<file path="src/rtl/if_fetch_queue.sv">
// if_fetch_queue
// Instruction queue between the fetch (IF) and decode (ID) stages. Holds up to
// DEPTH {pc, instruction} pairs so a decode stall does not lose fetched words,
// and presents the oldest pair to ID. A taken branch (flush) discards all
// contents. When empty, ID sees an all-zero bubble.
//
// Ports:
//   clk              rising-edge clock
//   rst              asynchronous reset, active-low
//   in_valid         IF presents a pair this cycle
//   in_ready         queue can accept a push (depends on count only)
//   in_pc            pc from IF
//   in_instruction   instruction word from IF
//   flush            discard all contents; overrides push, pop and freeze
//   freeze           ID stalled: hold the head
//   out_valid        head entry valid
//   out_pc           head pc (0 when !out_valid)
//   out_instruction  head instruction (0 when !out_valid)
//   count            occupied entries, 0..DEPTH
module if_fetch_queue #(
  parameter int ADDR_W  = 32,
  parameter int INSTR_W = 32,
  parameter int DEPTH   = 4
) (
  input  logic                     clk,
  input  logic                     rst,
  input  logic                     in_valid,
  output logic                     in_ready,
  input  logic [ADDR_W-1:0]        in_pc,
  input  logic [INSTR_W-1:0]       in_instruction,
  input  logic                     flush,
  input  logic                     freeze,
  output logic                     out_valid,
  output logic [ADDR_W-1:0]        out_pc,
  output logic [INSTR_W-1:0]       out_instruction,
  output logic [$clog2(DEPTH):0]   count
);

  localparam int PTR_W = $clog2(DEPTH);
  localparam int CNT_W = PTR_W + 1;
  localparam logic [CNT_W-1:0] FULL_CNT = CNT_W'(DEPTH);

  logic [ADDR_W-1:0]  pc_mem    [DEPTH];
  logic [INSTR_W-1:0] instr_mem [DEPTH];
  logic [PTR_W-1:0]   wr_ptr;
  logic [PTR_W-1:0]   rd_ptr;
  logic               push;
  logic               pop;

  always_comb begin
    in_ready  = (count != FULL_CNT);
    out_valid = (count != '0);
    push      = in_valid & in_ready & ~flush;
    pop       = out_valid & ~freeze & ~flush;
    // Gating on out_valid keeps never-written slots off the outputs.
    out_pc          = out_valid ? pc_mem[rd_ptr]    : '0;
    out_instruction = out_valid ? instr_mem[rd_ptr] : '0;
  end

  // Storage is intentionally not reset; it is only observable when valid.
  always_ff @(posedge clk) begin
    if (push) begin
      pc_mem[wr_ptr]    <= in_pc;
      instr_mem[wr_ptr] <= in_instruction;
    end
  end

  always_ff @(posedge clk or negedge rst) begin
    if (!rst) begin
      wr_ptr <= '0;
      rd_ptr <= '0;
      count  <= '0;
    end else if (flush) begin
      wr_ptr <= '0;
      rd_ptr <= '0;
      count  <= '0;
    end else begin
      if (push) wr_ptr <= wr_ptr + PTR_W'(1);
      if (pop)  rd_ptr <= rd_ptr + PTR_W'(1);
      case ({push, pop})
        2'b10:   count <= count + CNT_W'(1);
        2'b01:   count <= count - CNT_W'(1);
        default: count <= count;
      endcase
    end
  end

endmodule

</file>
<file path="config.mk">
export PLATFORM = sky130hd
export DESIGN_NAME = if_fetch_queue
export DESIGN_NICKNAME = d
export VERILOG_FILES = /design/src/rtl/if_fetch_queue.sv
export SDC_FILE = /design/constraint.sdc
export NUM_CORES = 1
export LEC_CHECK = 0
export CORE_MARGIN = 2
export CORE_UTILIZATION = 40
export DETAILED_ROUTE_END_ITERATION = 8
export MAX_ROUTING_LAYER = met4
export PLACE_DENSITY_LB_ADDON = 0.2
export RECOVER_POWER = 50
export SYNTH_ARGS = -nofsm -noshare
export SYNTH_HDL_FRONTEND = slang
export SYNTH_SLANG_ARGS = --single-unit
</file>
<file path="constraint.sdc">
create_clock -name clk -period 5.8 [get_ports clk]
set_input_delay 1.16 -clock clk [delete_from_list [all_inputs] [get_ports clk]]
set_output_delay 1.16 -clock clk [all_outputs]
set_load 0.03 [all_outputs]
</file>
==> results.json <==
{
  "drtIter0Drc": 349,
  "max-vdd-ir-drop_v": 0.000187,
  "cp_slowest_cell": "and2_1",
  "synth.avg_cell_area_um2": 21.7,
  "cp-end-kind": "register",
  "num_vias": 4973,
  "clockBufferDepth": 3,
  "cts_tree": "yes",
  "crit_family": "simple AND/OR/NAND/NOR gates",
  "initial_core_util_pct": 40.8,
  "syn_to_final_growth_pct": 24.5,
  "hold_buffers": 0,
  "ys_async_sr_fraction_pct": 2.66,
  "finalCritPeriodShare_pct": 83.1,
  "slowest_delay_ns": 2.53,
  "antenna_found_initial": 6,
  "netlist_area_um2": 10300,
  "tns_ns": 0,
  "cts_setup_buffers": 0,
  "synthTopCellsByArea": "edfxtp_1 75%, mux4_2 14%, and2_1 4.1%",
  "setup_viol": 0,
  "grtUsageTotal_pct": 15.1,
  "port_buffers": 137,
  "drc": 0,
  "power.total_mw": 4.88,
  "worstPathRequired_ns": 5.85,
  "rows": 58,
  "clock_latency_ns": 0.52,
  "maxSlewHeadroom_pct": -131,
  "finalWeightedCongestion": 0.738,
  "firstDrtPassIters": 4,
  "ys_warn_count": 0,
  "ys_ff_latch": 263,
  "tightest_slew_ns": 3.47,
  "violations": "capacitance limit, slew limit",
  "finalClockSkew_ns": 0.00711,
  "p_per_area_nw_per_um2": 382,
  "grt_pass1_vias": 5338,
  "p_leak_nw": 4.05,
  "post_layout_nonfiller_instances": 970,
  "yosysTopAreaCell": "edfxtp_1",
  "die_w_um": 164,
  "dp_hpwl_um": 10600,
  "fin_util_pct": 50.7,
  "clockRootBuffer": "clkbuf_16",
  "critical_path_class": "in2reg",
  "cts_buffers": 28,
  "rsz0062_at_grt": "false",
  "clkSinkCount": 263,
  "final_cell_mix": "256 x edfxtp_1, 69 x dlygate4sd3_1, 68 x clkdlybuf4s50_1, 65 x and2_1, 64 x mux4_2",
  "path_buf_inv": 1,
  "routed_wl_um": 19600,
  "synth_top_area_share_pct": 74.9,
  "core_um2": 25200,
  "ioPinCount": 138,
  "htreeDepth": 1,
  "status": "finished, violations left",
  "fin_nets": 689,
  "stdcell_area_um2": 12800,
  "final_common_cell": "edfxtp_1",
  "pre_cts_ws_ns": 1.76,
  "grt_pass1_wl_um": 29700,
  "fp.dieArea_um2": 27000,
  "path_max_fanout": 64,
  "cp-start-kind": "primary input",
  "synth_cell_types": 35,
  "drv_slew": 65,
  "final-hold-violation-count": 0,
  "seq_area_frac_synth_pct": 76.6,
  "place_inst": 915,
  "min_period_ns": 4.82,
  "grt_remaining_overflow": 0,
  "grt_start_max_net_pins": 67,
  "post_drt_wl_per_cell_um": 20.2,
  "synthesis.nets": 548,
  "viasPerCell": 5.13,
  "place_area_um2": 11900,
  "path_cells": "dlygate4sd3_1, and3b_1, and2_1",
  "post_cts_resized": 0,
  "synth_edf_count": 256,
  "clk_pin_slew_ns": 0.06,
  "drive_gt1_share_pct": 17.8,
  "ant_nets": 0,
  "max_freq_mhz": 208,
  "maxCapViolCount": 1,
  "fin_hold_ws_ns": 0.595,
  "synth_cells": 474,
  "die_h_um": 164,
  "critPathArrivalTime_ns": 4.87,
  "hold_class": "reg2reg",
  "worst_slack_ns": 0.982,
  "synth_flop_cell": "edfxtp_1"
}
cell type report:
type,count,area (µm²)
Tap cell,330,413
Clock buffer,32,737
Clock inverter,17,141
Inverter,4,15.0
Sequential cell,263,7870
Fill cell,2010,12400
Multi-Input combinational cell,179,2200
Timing Repair Buffer,139,1390
Antenna cell,6,15.0
cells in the mapped netlist (2+ instances only):
library cell  instances
edfxtp_1            256
nand2_1               5
nor2_1                5
nor3_1                3
inv_1                 4
ha_1                  4
buf_12                4
nand3_1               3
mux4_2               64
dfrtp_1               7
clkbuf_1              9
xor2_1                2
and2_1               68
o21ai_0               2
nand2b_1              2
buf_2                12
a211oi_1              2
a21oi_1               5
cells by family after synthesis:
kind of cell,Yosys count,share of synthesized area [%]
adder cells (fa/ha/maj),5,0.683
flip-flops,263,76.6
multiplexers,64,14.0
AO/OA/AOI/OAI,15,0.951
buffers and inverters,32,2.06
XOR/XNOR,3,0.256
AND/OR/NAND/NOR,92,5.41
flip-flops by register name, indices dropped and copies added, names as in the netlist:
name and cells:
rd_ptr 2, pc_mem 128, instr_mem 128, wr_ptr 2
count 3
tightest hold or removal path: stages, from the launching register on:
cell     delay, ns
dfrtp_1       0.41
nand2_1       0.08
a21oi_1       0.06
power by group:
part / total [mW] / internal [mW] / switching [mW]
Clock: 1.67 / 0.993 / 0.679
Combinational: 0.962 / 0.443 / 0.519
Sequential: 2.25 / 2.17 / 0.0775
layer usage:
layer	track usage, %	up-vias	part of all wire [%]
met2	24.4	156	49
met1	19.5	2575	42
met4	4.15	0	1.8
met3	3.26	35	6.3
met5	-	-	0
li1	-	2207	-
worst paths after layout:
kind	from	endpoint	slack [ns]	depth (start not counted)
hold reg to reg	wr_ptr[1]	wr_ptr[1]	0.60	2
setup / recovery	in_valid	instr_mem[3][11]	0.98	3
setup reg to reg	count[0]	instr_mem[3][11]	1.61	3
min in group asynchronous	rst	count[0]	0.98	1
hold / removal	wr_ptr[1]	wr_ptr[1]	0.60	2
max in group asynchronous	rst	rd_ptr[1]	4.53	1
(Power assumes the default switching activity.)
